[src/rtl/uart_tx_arbiter_pkg.sv]
// Shared definitions for the UART transmit arbiter.
// The peripheral decoder and the arbiter agree on these encodings.
package uart_tx_arbiter_pkg;

    // Arbiter FSM encodings
    typedef enum logic [2:0] {
        S_IDLE  = 3'd0,
        S_SEND  = 3'd1,
        S_GUARD = 3'd2,
        S_WAIT  = 3'd3,
        S_DONE  = 3'd4
    } state_e;

    // UART register map (byte offsets)
    localparam logic [7:0] UART_ADDR_DATA   = 8'h00;
    localparam logic [7:0] UART_ADDR_CTRL   = 8'h04;
    localparam logic [7:0] UART_ADDR_STATUS = 8'h08;
    localparam logic [7:0] UART_ADDR_BAUD   = 8'h0C;

    // Width of a requester index
    localparam int GID_W = 3;

    // Next round-robin start point after serving requester g
    function automatic logic [GID_W-1:0] rr_next(
        input logic [GID_W-1:0] g,
        input int               nreq
    );
        if (int'(g) >= nreq - 1) begin
            return '0;
        end
        return g + 3'd1;
    endfunction

endpackage

[src/rtl/uart_tx_arbiter_rr_pick.sv]
// Combinational round-robin priority encoder.
// Picks the first set request at or above rr_ptr, wrapping at NREQ.
module uart_tx_arbiter_rr_pick
    import uart_tx_arbiter_pkg::*;
#(
    parameter int NREQ = 2
) (
    input  logic [NREQ-1:0]  req,
    input  logic [GID_W-1:0] rr_ptr,
    output logic [GID_W-1:0] grant,
    output logic             valid
);

    int best;
    int off;

    // Smallest rotated distance from rr_ptr among set requests wins
    always_comb begin
        grant = '0;
        best  = NREQ;
        off   = 0;
        valid = |req;
        for (int j = 0; j < NREQ; j++) begin
            if (j >= int'(rr_ptr)) begin
                off = j - int'(rr_ptr);
            end else begin
                off = j + NREQ - int'(rr_ptr);
            end
            if (req[j] && (off < best)) begin
                best  = off;
                grant = GID_W'(j);
            end
        end
    end

endmodule

[src/rtl/uart_tx_arbiter.sv]
// Round-robin arbiter sharing one UART transmitter between requesters.
// Latches a byte, pulses tx_enable, waits for completion or timeout, acks.
module uart_tx_arbiter
    import uart_tx_arbiter_pkg::*;
#(
    parameter int NREQ    = 2,
    parameter int TO_W    = 18,
    parameter int TIMEOUT = 200000
) (
    input  logic              clk,
    input  logic              reset,
    input  logic [NREQ-1:0]   req,
    input  logic [8*NREQ-1:0] req_data,
    output logic [NREQ-1:0]   ack,
    output logic [2:0]        grant_id,
    output logic              busy,
    output logic              err,
    input  logic              err_clr,
    output logic [7:0]        tx_data,
    output logic              tx_enable,
    input  logic              tx_status
);

    localparam logic [TO_W-1:0] WD_LAST = TO_W'(TIMEOUT - 1);
    localparam logic [TO_W-1:0] WD_MAX  = TO_W'(TIMEOUT);

    state_e           state;
    state_e           state_nxt;
    logic [GID_W-1:0] rr_ptr;
    logic [GID_W-1:0] pick;
    logic             pick_vld;
    logic [7:0]       pick_byte;
    logic [TO_W-1:0]  wd;
    logic             wd_hit;
    logic             timeout;

    uart_tx_arbiter_rr_pick #(
        .NREQ (NREQ)
    ) u_rr_pick (
        .req    (req),
        .rr_ptr (rr_ptr),
        .grant  (pick),
        .valid  (pick_vld)
    );

    // Byte of the requester the encoder currently selects
    always_comb begin
        pick_byte = '0;
        for (int i = 0; i < NREQ; i++) begin
            if (pick == GID_W'(i)) begin
                pick_byte = req_data[8*i +: 8];
            end
        end
    end

    // Completion wins over a watchdog expiry in the same cycle
    assign wd_hit  = (wd >= WD_LAST);
    assign timeout = (state == S_WAIT) && !tx_status && wd_hit;

    // Next-state and decoded outputs
    always_comb begin
        state_nxt = state;
        tx_enable = 1'b0;
        busy      = (state != S_IDLE);
        ack       = '0;
        unique case (state)
            S_IDLE: begin
                if (pick_vld) begin
                    state_nxt = S_SEND;
                end
            end
            S_SEND: begin
                tx_enable = 1'b1;
                state_nxt = S_GUARD;
            end
            S_GUARD: begin
                state_nxt = S_WAIT;
            end
            S_WAIT: begin
                if (tx_status || wd_hit) begin
                    state_nxt = S_DONE;
                end
            end
            S_DONE: begin
                for (int i = 0; i < NREQ; i++) begin
                    ack[i] = (grant_id == GID_W'(i));
                end
                state_nxt = S_IDLE;
            end
            default: begin
                state_nxt = S_IDLE;
            end
        endcase
    end

    // State register
    always_ff @(posedge clk or negedge reset) begin
        if (!reset) begin
            state <= S_IDLE;
        end else begin
            state <= state_nxt;
        end
    end

    // Grant/byte latch in IDLE and pointer rotation in DONE
    always_ff @(posedge clk or negedge reset) begin
        if (!reset) begin
            grant_id <= '0;
            tx_data  <= '0;
            rr_ptr   <= '0;
        end else begin
            if ((state == S_IDLE) && pick_vld) begin
                grant_id <= pick;
                tx_data  <= pick_byte;
            end
            if (state == S_DONE) begin
                rr_ptr <= rr_next(grant_id, NREQ);
            end
        end
    end

    // Watchdog: cleared on send, counts WAIT cycles, saturates
    always_ff @(posedge clk or negedge reset) begin
        if (!reset) begin
            wd <= '0;
        end else if (state == S_SEND) begin
            wd <= '0;
        end else if ((state == S_WAIT) && (wd != WD_MAX)) begin
            wd <= wd + 1'b1;
        end
    end

    // Sticky error flag; a new timeout beats a clear
    always_ff @(posedge clk or negedge reset) begin
        if (!reset) begin
            err <= 1'b0;
        end else if (timeout) begin
            err <= 1'b1;
        end else if (err_clr) begin
            err <= 1'b0;
        end
    end

endmodule

[config.mk]
export PLATFORM = sky130hd
export DESIGN_NAME = uart_tx_arbiter
export DESIGN_NICKNAME = d
export VERILOG_FILES = /design/src/rtl/uart_tx_arbiter_pkg.sv /design/src/rtl/uart_tx_arbiter_rr_pick.sv /design/src/rtl/uart_tx_arbiter.sv
export SDC_FILE = /design/constraint.sdc
export NUM_CORES = 1
export LEC_CHECK = 0
export BUFFER_PORTS_ARGS = -buffer_cell sky130_fd_sc_hd__buf_4
export CAP_MARGIN = 20
export CELL_PAD_IN_SITES_DETAIL_PLACEMENT = 0
export CELL_PAD_IN_SITES_GLOBAL_PLACEMENT = 1
export CORE_MARGIN = 2
export CORE_UTILIZATION = 39
export CTS_BUF_LIST = sky130_fd_sc_hd__clkbuf_8
export CTS_CLUSTER_SIZE = 10
export DETAILED_ROUTE_END_ITERATION = 16
export PLACE_DENSITY_LB_ADDON = 0.1
export SLEW_MARGIN = 40
export SYNTH_ARGS = -nofsm -noshare
export SYNTH_HDL_FRONTEND = slang
export SYNTH_SLANG_ARGS = --single-unit
[constraint.sdc]
create_clock -name clk -period 1.9 [get_ports clk]
set_clock_uncertainty 0.1 [all_clocks]
set_input_delay 0.38 -clock clk [delete_from_list [all_inputs] [get_ports clk]]
set_output_delay 0.38 -clock clk [all_outputs]
set_load 0.05 [all_outputs]
# Word level (Yosys, flattened, before mapping)
# Index checks and enable logic that the tools add are counted.
# totals
regBits,36
inputBits,22
output_inout_bits,16
word_cells,62
# op_classes
n_addsub,6
order_cmp,6
eq_ne,9
mux,19
reduce_logical,16
# ops
cell,count
two-way mux 32 bit,3
two-way mux 18 bit,2
< comparator 32 x 3 -> 1 bit (second input constant),1
< comparator 32 bit,1
adder 18 x 1 -> 18 bit (second input constant),1
>= comparator 18 bit (second input constant),1
!= test 18 bit (second input constant),1
two-way mux 8 bit,2
two-way mux 3 bit,4
case mux 3 bit (4 select lines),1
== test 3 x 1 -> 1 bit (second input constant),3
zero test 3 bit,3
subtractor 1 x 3 -> 4 bit (first input constant),2
subtractor 2 x 3 -> 4 bit (first input constant),2
== test 3 x 2 -> 1 bit (second input constant),2
>= comparator 1 x 3 -> 1 bit (first input constant),2
logical AND 1 bit,6
two-way mux 1 bit,6
!= test 2 bit (second input constant),2
nonzero test 2 bit,2
adder 3 x 1 -> 3 bit (second input constant),1
== test 3 bit (second input constant),1
>= comparator 3 x 1 -> 1 bit (second input constant),1
nonzero test 3 bit,1
other kinds (5),5

# Longest topological paths before layout
# Gate-level depths: netlist of the first run.
# depth
depth_word,11
ltp_mapped,7

# By module
# From an unflattened synthesis of the first run, not the netlist that was laid out.
# unflattened
cells_unflattened,248
area_unflattened_um2,2183.3
# modules_own_cells
module,n_inst,cells_each,area_per_inst_um2
uart_tx_arbiter,1,204,1865.5
uart_tx_arbiter_rr_pick,1,44,317.8

# Worst setup path before layout of the first run
# No wires, ideal clock.
# synth_timing
path_type,register to register
startpoint,reg state[2]
endpoint,reg tx_data[4]
arrival_ns,1.841
t_required_ns,1.731
slack_ns,-0.110
stages_incl_launch_ff,7
n_path_buf,2
synth_period_minus_slack_ns,2.010
cell_sequence,dfrtp_1 > clkbuf_1 > or3_1 > nor2_1 > buf_2 > nand4_1 > nand3_1
# synth_via
elab_chain_len,2
# synth_lines
element,line_no,rtl
start: declaration,uart_tx_arbiter.sv:27,state_e state;
start signal: assignment,uart_tx_arbiter.sv:101,state <= state_nxt;
zero test 3 bit,uart_tx_arbiter.sv:112,if ((state == S_IDLE) && pick_vld) begin
logical AND 1 bit,uart_tx_arbiter.sv:112,
end signal: assignment,uart_tx_arbiter.sv:114,tx_data <= pick_byte;
end: declaration,uart_tx_arbiter.sv:19,"output logic [7:0] tx_data,"
# Every way passes these cells.
# A chain may end at the register's enable or synchronous reset.

# Worst setup path after layout of the first run
# layout_timing
startpoint,reg wd[15]
endpoint,reg wd[1]
# layout_via
elab_chain_len,3
# layout_lines
element,line_no,rtl
start: declaration,uart_tx_arbiter.sv:33,logic [TO_W-1:0] wd;
start signal: assignment,uart_tx_arbiter.sv:129,wd <= wd + 1'b1;
!= test 18 bit,uart_tx_arbiter.sv:128,end else if ((state == S_WAIT) && (wd != WD_MAX)) begin
logical AND 1 bit,uart_tx_arbiter.sv:128,
nonzero test 2 bit (no source line),--,
# Every way passes these cells.

==> PnR_summary.wiki, run 1 <==
{| class="wikitable"
! Metric !! Value
|-
| Result of the run || completed
|-
| Fill count || 467
|-
| P per Cell Area || 1230 nW/um^2
|-
| Skew-Pair Late Insertion Delay || 0.28 ns
|-
| Clock transition at the register clock pins on the worst setup and hold paths after CTS || 0.06 ns
|-
| Placeable core area || 4750 sq um
|-
| Number of warning messages in the yosys log || 0
|-
| Area post-placement || 2470 sq um
|-
| Sort of element at the end of the critical path || register
|-
| Via-per-instance ratio || 5.36
|-
| Required time reported for the critical path endpoint || 1.96 ns
|-
| Ports placed on the boundary || 38
|-
| Cell Rows || 25
|-
| Post-synthesis area per instance || 9.06 sq um
|-
| Antenna-violating nets left || 0
|-
| Share of the cycle needed by the critical path after routing || 0.991
|-
| Via Count || 1861
|-
| Relative contribution of combinational cells to total power || 0.549
|-
| Arrival time of the worst setup path || 1.94 ns
|-
| Storage cell area || 802 sq um
|-
| Top post-synthesis cells by area || dfrtp_1 41%, nand4_1 5.1%, nand2_1 5.0%
|-
| Sequential share of the synthesized area || 0.411
|-
| Drt drc || 0
|-
| Setup WS pre-CTS || -0.0384 ns
|-
| Finished layout cell area || 2620 sq um
|-
| Number of buffers between clock root and the deepest sink || 2
|-
| Cells along the critical path || or4_4, nor4_4, a21oi_2, mux2_4
|-
| H-tree lvl count || 2
|-
| GPL Wtd Cong || 0.805
|-
| Clock Power Share || 0.143
|-
| Register share of total power || 0.308
|-
| Pre-antenna DRT Iters || 4
|-
| Die boundary height || 74.7 um
|-
| Final Hold Fails || 0
|-
| PortBufs || 35
|-
| Via count of the first global-routing pass || 1735
|-
| Number of buffers created by CTS || 5
|-
| Clk sink count || 32
|-
| Count of final max-slew check failures || 0
|-
| Antenna violations before repair || 0
|-
| Worst path top cell family by delay || simple AND/OR/NAND/NOR gates
|-
| Remaining Overflow, GRT || 0
|-
| Total number of nets in the final design || 308
|-
| FMAX || 0.531 GHz
|-
| Unrepaired setup endpoints after global routing || yes
|-
| Wire per inst || 14.6 um
|-
| Number of max-capacitance violations reported || 0
|-
| Dominant cell type by area after synthesis || dfrtp_1
|-
| Count of endpoints failing setup in the final report || 0
|-
| Maximum vdd ir drop || 0.634 mV
|-
| Top_reg_cell synth || dfrtp_1
|-
| Top-area cell type share of the netlist area || 0.411
|-
| Biggest cell delay along the critical path || 0.56 ns
|-
| Count of buffer and inverter cells on the critical path || 0
|-
| Post-route minimum period || 1.88 ns
|-
| CTS tree || built
|-
| Commonest cells in the synthesized netlist || 32 x dfrtp_1, 26 x nand2_1, 16 x nand4_1
|-
| Share of final-layout standard cells stronger than drive strength 1 || 0.304
|-
| Share of synthesized flip-flops with an asynchronous set or reset || 1.00
|-
| Worst hold path class || primary input to register
|-
| Area growth from synthesis to final layout || 34.6%
|-
| Worst slew pin tran || 0.509 ns
|-
| EDFF count, synth || 0
|-
| Total area of multi-input combinational cells || 1100 sq um
|-
| Internal cell power || 1.80 mW
|-
| Setup ws final || 0.0172 ns
|-
| Maximum number of pins on one net before global-route repair || 33
|-
| Final antenna diode count || 0
|-
| Flip-flop and latch count after synthesis || 32
|-
| HPWL after DPL || 3880 um
|-
| Global-route wire length before repair || 8440 um
|-
| Detailed router's first-iteration violation count || 97
|-
| Final routed wirelength across all metal layers || 5070 um
|-
| Horizontal die dimension || 74.7 um
|-
| Leak pwr || 1.23 nW
|-
| Starting density of the core || 0.410
|-
| Switching power share of the total || 0.441
|-
| Root buffer cell || clkbuf_8
|-
| Slowest stage cell on the critical path || or4_4
|-
| Switch Pwr || 1.42 mW
|-
| GRT Total Usage || 0.200
|-
| Post-synthesis instance total || 215
|-
| Number of distinct library cells after synthesis || 53
|-
| Tightest slew margin relative to the limit || 0.660
|-
| CP Max Fanout || 4
|-
| Most common cell in the netlist || dfrtp_1
|-
| Worst Setup Start Kind || register
|-
| Kind of critical path || register to register
|-
| Total Die Area || 5580 sq um
|-
| Mapped cell area || 1950 sq um
|}
metrics by stage:
stage	power [mW]	instances	hold slack [ns]	utilization	TNS, ns
finish	3.22	347	0.219	0.551	0
global route	3.45	347	0.214	0.551	-0.0488
CTS	3.17	343	0.214	0.541	0
detailed placement	2.67	336	0.255	0.519	-0.0386
global placement	2.67	336	0.252	0.519	-0.00483
floorplan	2.03	218	-0.0156	-	-0.0127
per-layer routing:
layer / part of all wire / GRT usage
met1: 0.46 / 0.273
met2: 0.50 / 0.336
met3: 0.042 / 0.0402
met4: 0.0041 / 0.0357
met5: 0 / 0
worst reg2reg max path: stages (launching register included):
cell     delay (ns)
dfrtp_1        0.38
or4_4          0.56
nor4_4         0.31
a21oi_2        0.12
mux2_4         0.31
worst paths after layout:
path                        endpoint  slack (ns)      start  depth (start not counted)
min                              err        0.22  tx_status                          2
max reg2reg                    wd[1]        0.02     wd[15]                          4
max in group asynchronous   state[1]        0.88      reset                          2
max                            wd[1]        0.02     wd[15]                          4
min reg2reg                rr_ptr[0]        0.37  rr_ptr[0]                          1
min in group asynchronous     wd[12]        0.48      reset                          2
power by group through the flow:
| stage | Combinational, mW | Clock (mW) | Sequential [mW] |
|---|---|---|---|
| 2_1_floorplan | 0.733 | 0 | 1.29 |
| 3_3_place_gp | 1.67 | 0 | 0.996 |
| 3_5_place_dp | 1.68 | 0 | 0.996 |
| 4_1_cts | 1.69 | 0.484 | 0.995 |
| 5_1_grt | 1.91 | 0.524 | 1.02 |
| 6_report | 1.77 | 0.460 | 0.994 |
cells by family after synthesis:
| kind of cell | Yosys count | share of synthesized area |
|---|---|---|
| AND/OR/NAND/NOR | 105 | 0.307 |
| AO/OA/AOI/OAI | 42 | 0.156 |
| flip-flops | 32 | 0.411 |
| buffers and inverters | 20 | 0.0443 |
| multiplexers | 7 | 0.0385 |
| adder cells (fa/ha/maj) | 4 | 0.0257 |
| XOR/XNOR | 3 | 0.0135 |
| other | 2 | 0.00386 |
placed cells by master (no fill, tap or decap), types with 2 or more instances in the layout:
cell       n
buf_6      3
clkbuf_8   5
o31ai_1    4
or3_1      3
and3_1     6
nand2b_1   7
xor2_1     2
nor2_1     8
a21oi_1    6
inv_1      6
nand4_1   16
and4b_1    3
mux2i_1    6
o21ai_0    3
or4_4      2
o21a_1     2
conb_1     5
ha_1       4
o211ai_1   9
nand3_1   13
dfrtp_1   31
o31a_1     2
nor3_1     4
nand2_1   26
and2_1     2
a211oi_1   4
buf_4     65
registers in the layout, summed over array words and instances (netlist names):
register and count:
wd 18, state 3, rr_ptr 1, err 1, tx_data 8, grant_id 1
area by class of cell:
type	count	share of cell area
Multi-Input combinational cell	166	0.421
Sequential cell	32	0.306
Clock buffer	5	0.0263
Timing Repair Buffer	69	0.203
Tap cell	67	0.0320
Inverter	8	0.0115
repair_timing:
action                                  CTS  global route
hold endpoints to repair                 32             0
pin swaps                                 1             3
buffers inserted                          1             4
resized for setup                         5             5
endpoints found under the setup margin    4             8
hold buffers                              1             0
Power figures use the tool's default switching activity.
==> run 2: changes to the inputs <==
- PLACE_DENSITY: not set -> 0.77
- PLACE_DENSITY_LB_ADDON: 0.1 -> not set
==> run 2 against run 1 <==
The flow now finishes with violations (setup timing). Flip-flop and latch count did not move. Routed wire length up 2.6%. Sequential power shrank 1%. Register-to-register slack got worse by 0.04 ns. Count of clock-buffer cells in the layout is the same. Critical path type unchanged. Largest power group unchanged. Highest routed layer unchanged.
==> PnR_summary.wiki, run 2 (synthesis gave the netlist of run 1 again) <==
{| class="wikitable"
! Metric !! Value
|-
| Antenna-violating nets left || 0 (unchanged)
|-
| Horizontal die dimension || 74.7 um (unchanged)
|-
| Total number of nets in the final design || 312 (+1.3%)
|-
| Internal cell power || 1.79 mW (-0.27%)
|-
| Leading cell types in the layout, fill and taps excluded || 69 x buf_4, 32 x dfrtp_1, 25 x nand2_1, 16 x nand4_1, 13 x nand3_1
|-
| Final antenna diode count || 0 (unchanged)
|-
| Result of the run || finished with violations
|-
| Register name with the most flops || wd
|-
| Fill count || 474 (+1.5%)
|-
| H-tree lvl count || 2 (unchanged)
|-
| Skew-Pair Late Insertion Delay || 0.28 ns (about the same)
|-
| Wire per inst || 14.8 um (+1.4%)
|-
| Worst Setup Start Kind || register
|-
| GRT Total Usage || 0.205 (+0.00455)
|-
| Count of final max-slew check failures || 0 (unchanged)
|-
| Hold Path Stages || 2 (unchanged)
|-
| Total area of multi-input combinational cells || 1110 sq um (+0.79%)
|-
| CP Max Fanout || 3 (-1)
|-
| Ports placed on the boundary || 38 (unchanged)
|-
| Number of max-capacitance violations reported || 0 (unchanged)
|-
| Count of endpoints failing setup in the final report || 1 (+1)
|-
| Arrival time of the worst setup path || 1.99 ns (+0.05 ns)
|-
| Final Hold Fails || 0 (unchanged)
|-
| Number of cells in the design after placement || 338 (+0.60%)
|-
| Final routed wirelength across all metal layers || 5200 um (+2.6%)
|-
| P per Cell Area || 1220 nW/um^2 (-0.84%)
|-
| Setup ws final || -0.0255 ns (-0.0427 ns)
|-
| Detailed router's first-iteration violation count || 58 (-40%)
|-
| Post-layout power || 3.24 mW (+0.63%)
|-
| Cell Rows || 25 (unchanged)
|-
| CTS tree || built
|-
| Count of placed standard cells in the final layout, fillers left out || 351 (+1.2%)
|-
| Hold path start || tx_status
|-
| Depth of the worst register-to-register path || 4 (unchanged)
|-
| Die boundary height || 74.7 um (unchanged)
|-
| Maximum vdd ir drop || 0.724 mV (+14%)
|-
| GPL Wtd Cong || 0.832 (+3.4%)
|-
| Reg-to-reg slack, setup || -0.03 ns (-0.04 ns)
|-
| Via count of the first global-routing pass || 1810 (+4.3%)
|-
| Antenna violations before repair || 0 (unchanged)
|-
| Clk sink count || 32 (unchanged)
|-
| Slowest stage cell on the critical path || or4_4
|-
| Maximum number of pins on one net before global-route repair || 33 (unchanged)
|-
| Launch instance of the worst register-to-register path || wd[14]
|-
| Switching power share of the total || 0.446 (+0.00500)
|-
| Kind of critical path || register to register
|-
| Via Count || 1891 (+1.6%)
|-
| Cells along the critical path || or4_4, nor4_4, a21oi_2, mux2_4
|-
| Number of buffers between clock root and the deepest sink || 2 (unchanged)
|-
| HPWL after DPL || 3920 um (+1.1%)
|-
| Max reg flops || 18 (unchanged)
|-
| Starting density of the core || 0.410 (unchanged)
|-
| Biggest cell delay along the critical path || 0.57 ns (about the same)
|-
| Violated checks || setup timing
|-
| Clock transition at the register clock pins on the worst setup and hold paths after CTS || 0.07 ns (about the same)
|-
| Sort of element at the end of the critical path || register
|-
| Via-per-instance ratio || 5.39 (+0.45%)
|-
| Worst hold path class || primary input to register
|-
| Share of the cycle needed by the critical path after routing || 1.01 (+0.0225)
|-
| Share of final-layout standard cells stronger than drive strength 1 || 0.324 (+0.0204)
|-
| Clock Power Share || 0.148 (+0.005)
|-
| Register share of total power || 0.303 (-0.005)
|-
| Most common cell after layout, fill and taps aside || buf_4
|-
| Area growth from synthesis to final layout || 36.5%
|-
| Pre-antenna DRT Iters || 4 (unchanged)
|-
| Worst hold path endpoint || err
|-
| FMAX || 0.519 GHz (-2.2%)
|-
| Placeable core area || 4750 sq um (unchanged)
|-
| Switch Pwr || 1.45 mW (+1.8%)
|-
| Endpoint of the most critical register-to-register path || wd[1]
|-
| Leak pwr || 1.26 nW (+2.6%)
|-
| Unrepaired setup endpoints after global routing || yes
|-
| Root buffer cell || clkbuf_8
|-
| Setup total negative slack || -0.0255 ns (-0.0255 ns)
|-
| Global-route wire length before repair || 8630 um (+2.3%)
|-
| Required time reported for the critical path endpoint || 1.96 ns (about the same)
|-
| Total Die Area || 5580 sq um (unchanged)
|-
| Post-route minimum period || 1.93 ns (+0.0427 ns)
|-
| Relative contribution of combinational cells to total power || 0.549 (about the same)
|-
| Remaining Overflow, GRT || 0 (unchanged)
|-
| Storage cell area || 801 sq um (-0.16%)
|-
| Number of buffers created by CTS || 5 (unchanged)
|-
| PortBufs || 35 (unchanged)
|-
| Drt drc || 0 (unchanged)
|-
| Registers with the most flip-flops || wd x18, tx_data x8, state x3
|}
[run 2: what timing repair did]
| action | 4_1_cts | 5_1_grt |
|---|---|---|
| hold buffers | 1 | 0 |
| setup buffers | 3 | 4 |
| endpoints found under the hold margin | 32 | 0 |
| gates resized for setup | 5 | 8 |
| pin swaps | 2 | 4 |
| setup endpoints to repair | 6 | 13 |
[run 2: layout make-up]
class,instances,share of cell area
well taps,67,0.0315
repair buffers,73,0.211
clock buffers,5,0.0259
inverters,8,0.0118
multi-input cells,166,0.419
flip-flops and latches,32,0.301
[run 2: worst max-delay path by stage]
stage,startpoint,end,slack [ns]
floorplan,wd[4],wd[1],-0.01
global placement,wd[14],wd[1],-0.002
detailed placement,wd[14],wd[1],-0.04
CTS,wd[14],wd[1],-0.04
global route,wd[14],wd[1],-0.1
finish,wd[14],wd[1],-0.03
[run 2: routing by layer]
metal / GRT usage / part of all wire / vias up
li1: - / - / 926
met1: 0.272 / 0.46 / 913
met2: 0.334 / 0.48 / 41
met3: 0.0455 / 0.040 / 11
met4: 0.0675 / 0.015 / 0
met5: 0 / 0 / -
[run 2: per-stage QoR]
step,util,setup slack [ns],hold WS (ns),cell area (sq um)
after CTS,0.547,-0.0357,0.200,2600
after floorplan,-,-0.0127,-0.0156,1970
after global routing,0.559,-0.0974,0.219,2660
after global placement,0.522,-0.00167,0.252,2480
final,0.559,-0.0255,0.201,2660
after detailed placement,0.522,-0.0355,0.250,2480
[run 2: critical path, delay by kind of cell, from the launching register on]
family          cells  cell delay, ns
mux                 1            0.30
compound gates      1            0.12
flops               1            0.39
simple gates        2            0.90
[run 2: power by group through the flow]
stage	Clock (mW)	Sequential (mW)	Combinational, mW
2_1_floorplan	0	1.29	0.733
3_3_place_gp	0	0.985	1.67
3_5_place_dp	0	0.989	1.69
4_1_cts	0.487	0.981	1.73
5_1_grt	0.514	1.01	1.93
6_report	0.480	0.983	1.78
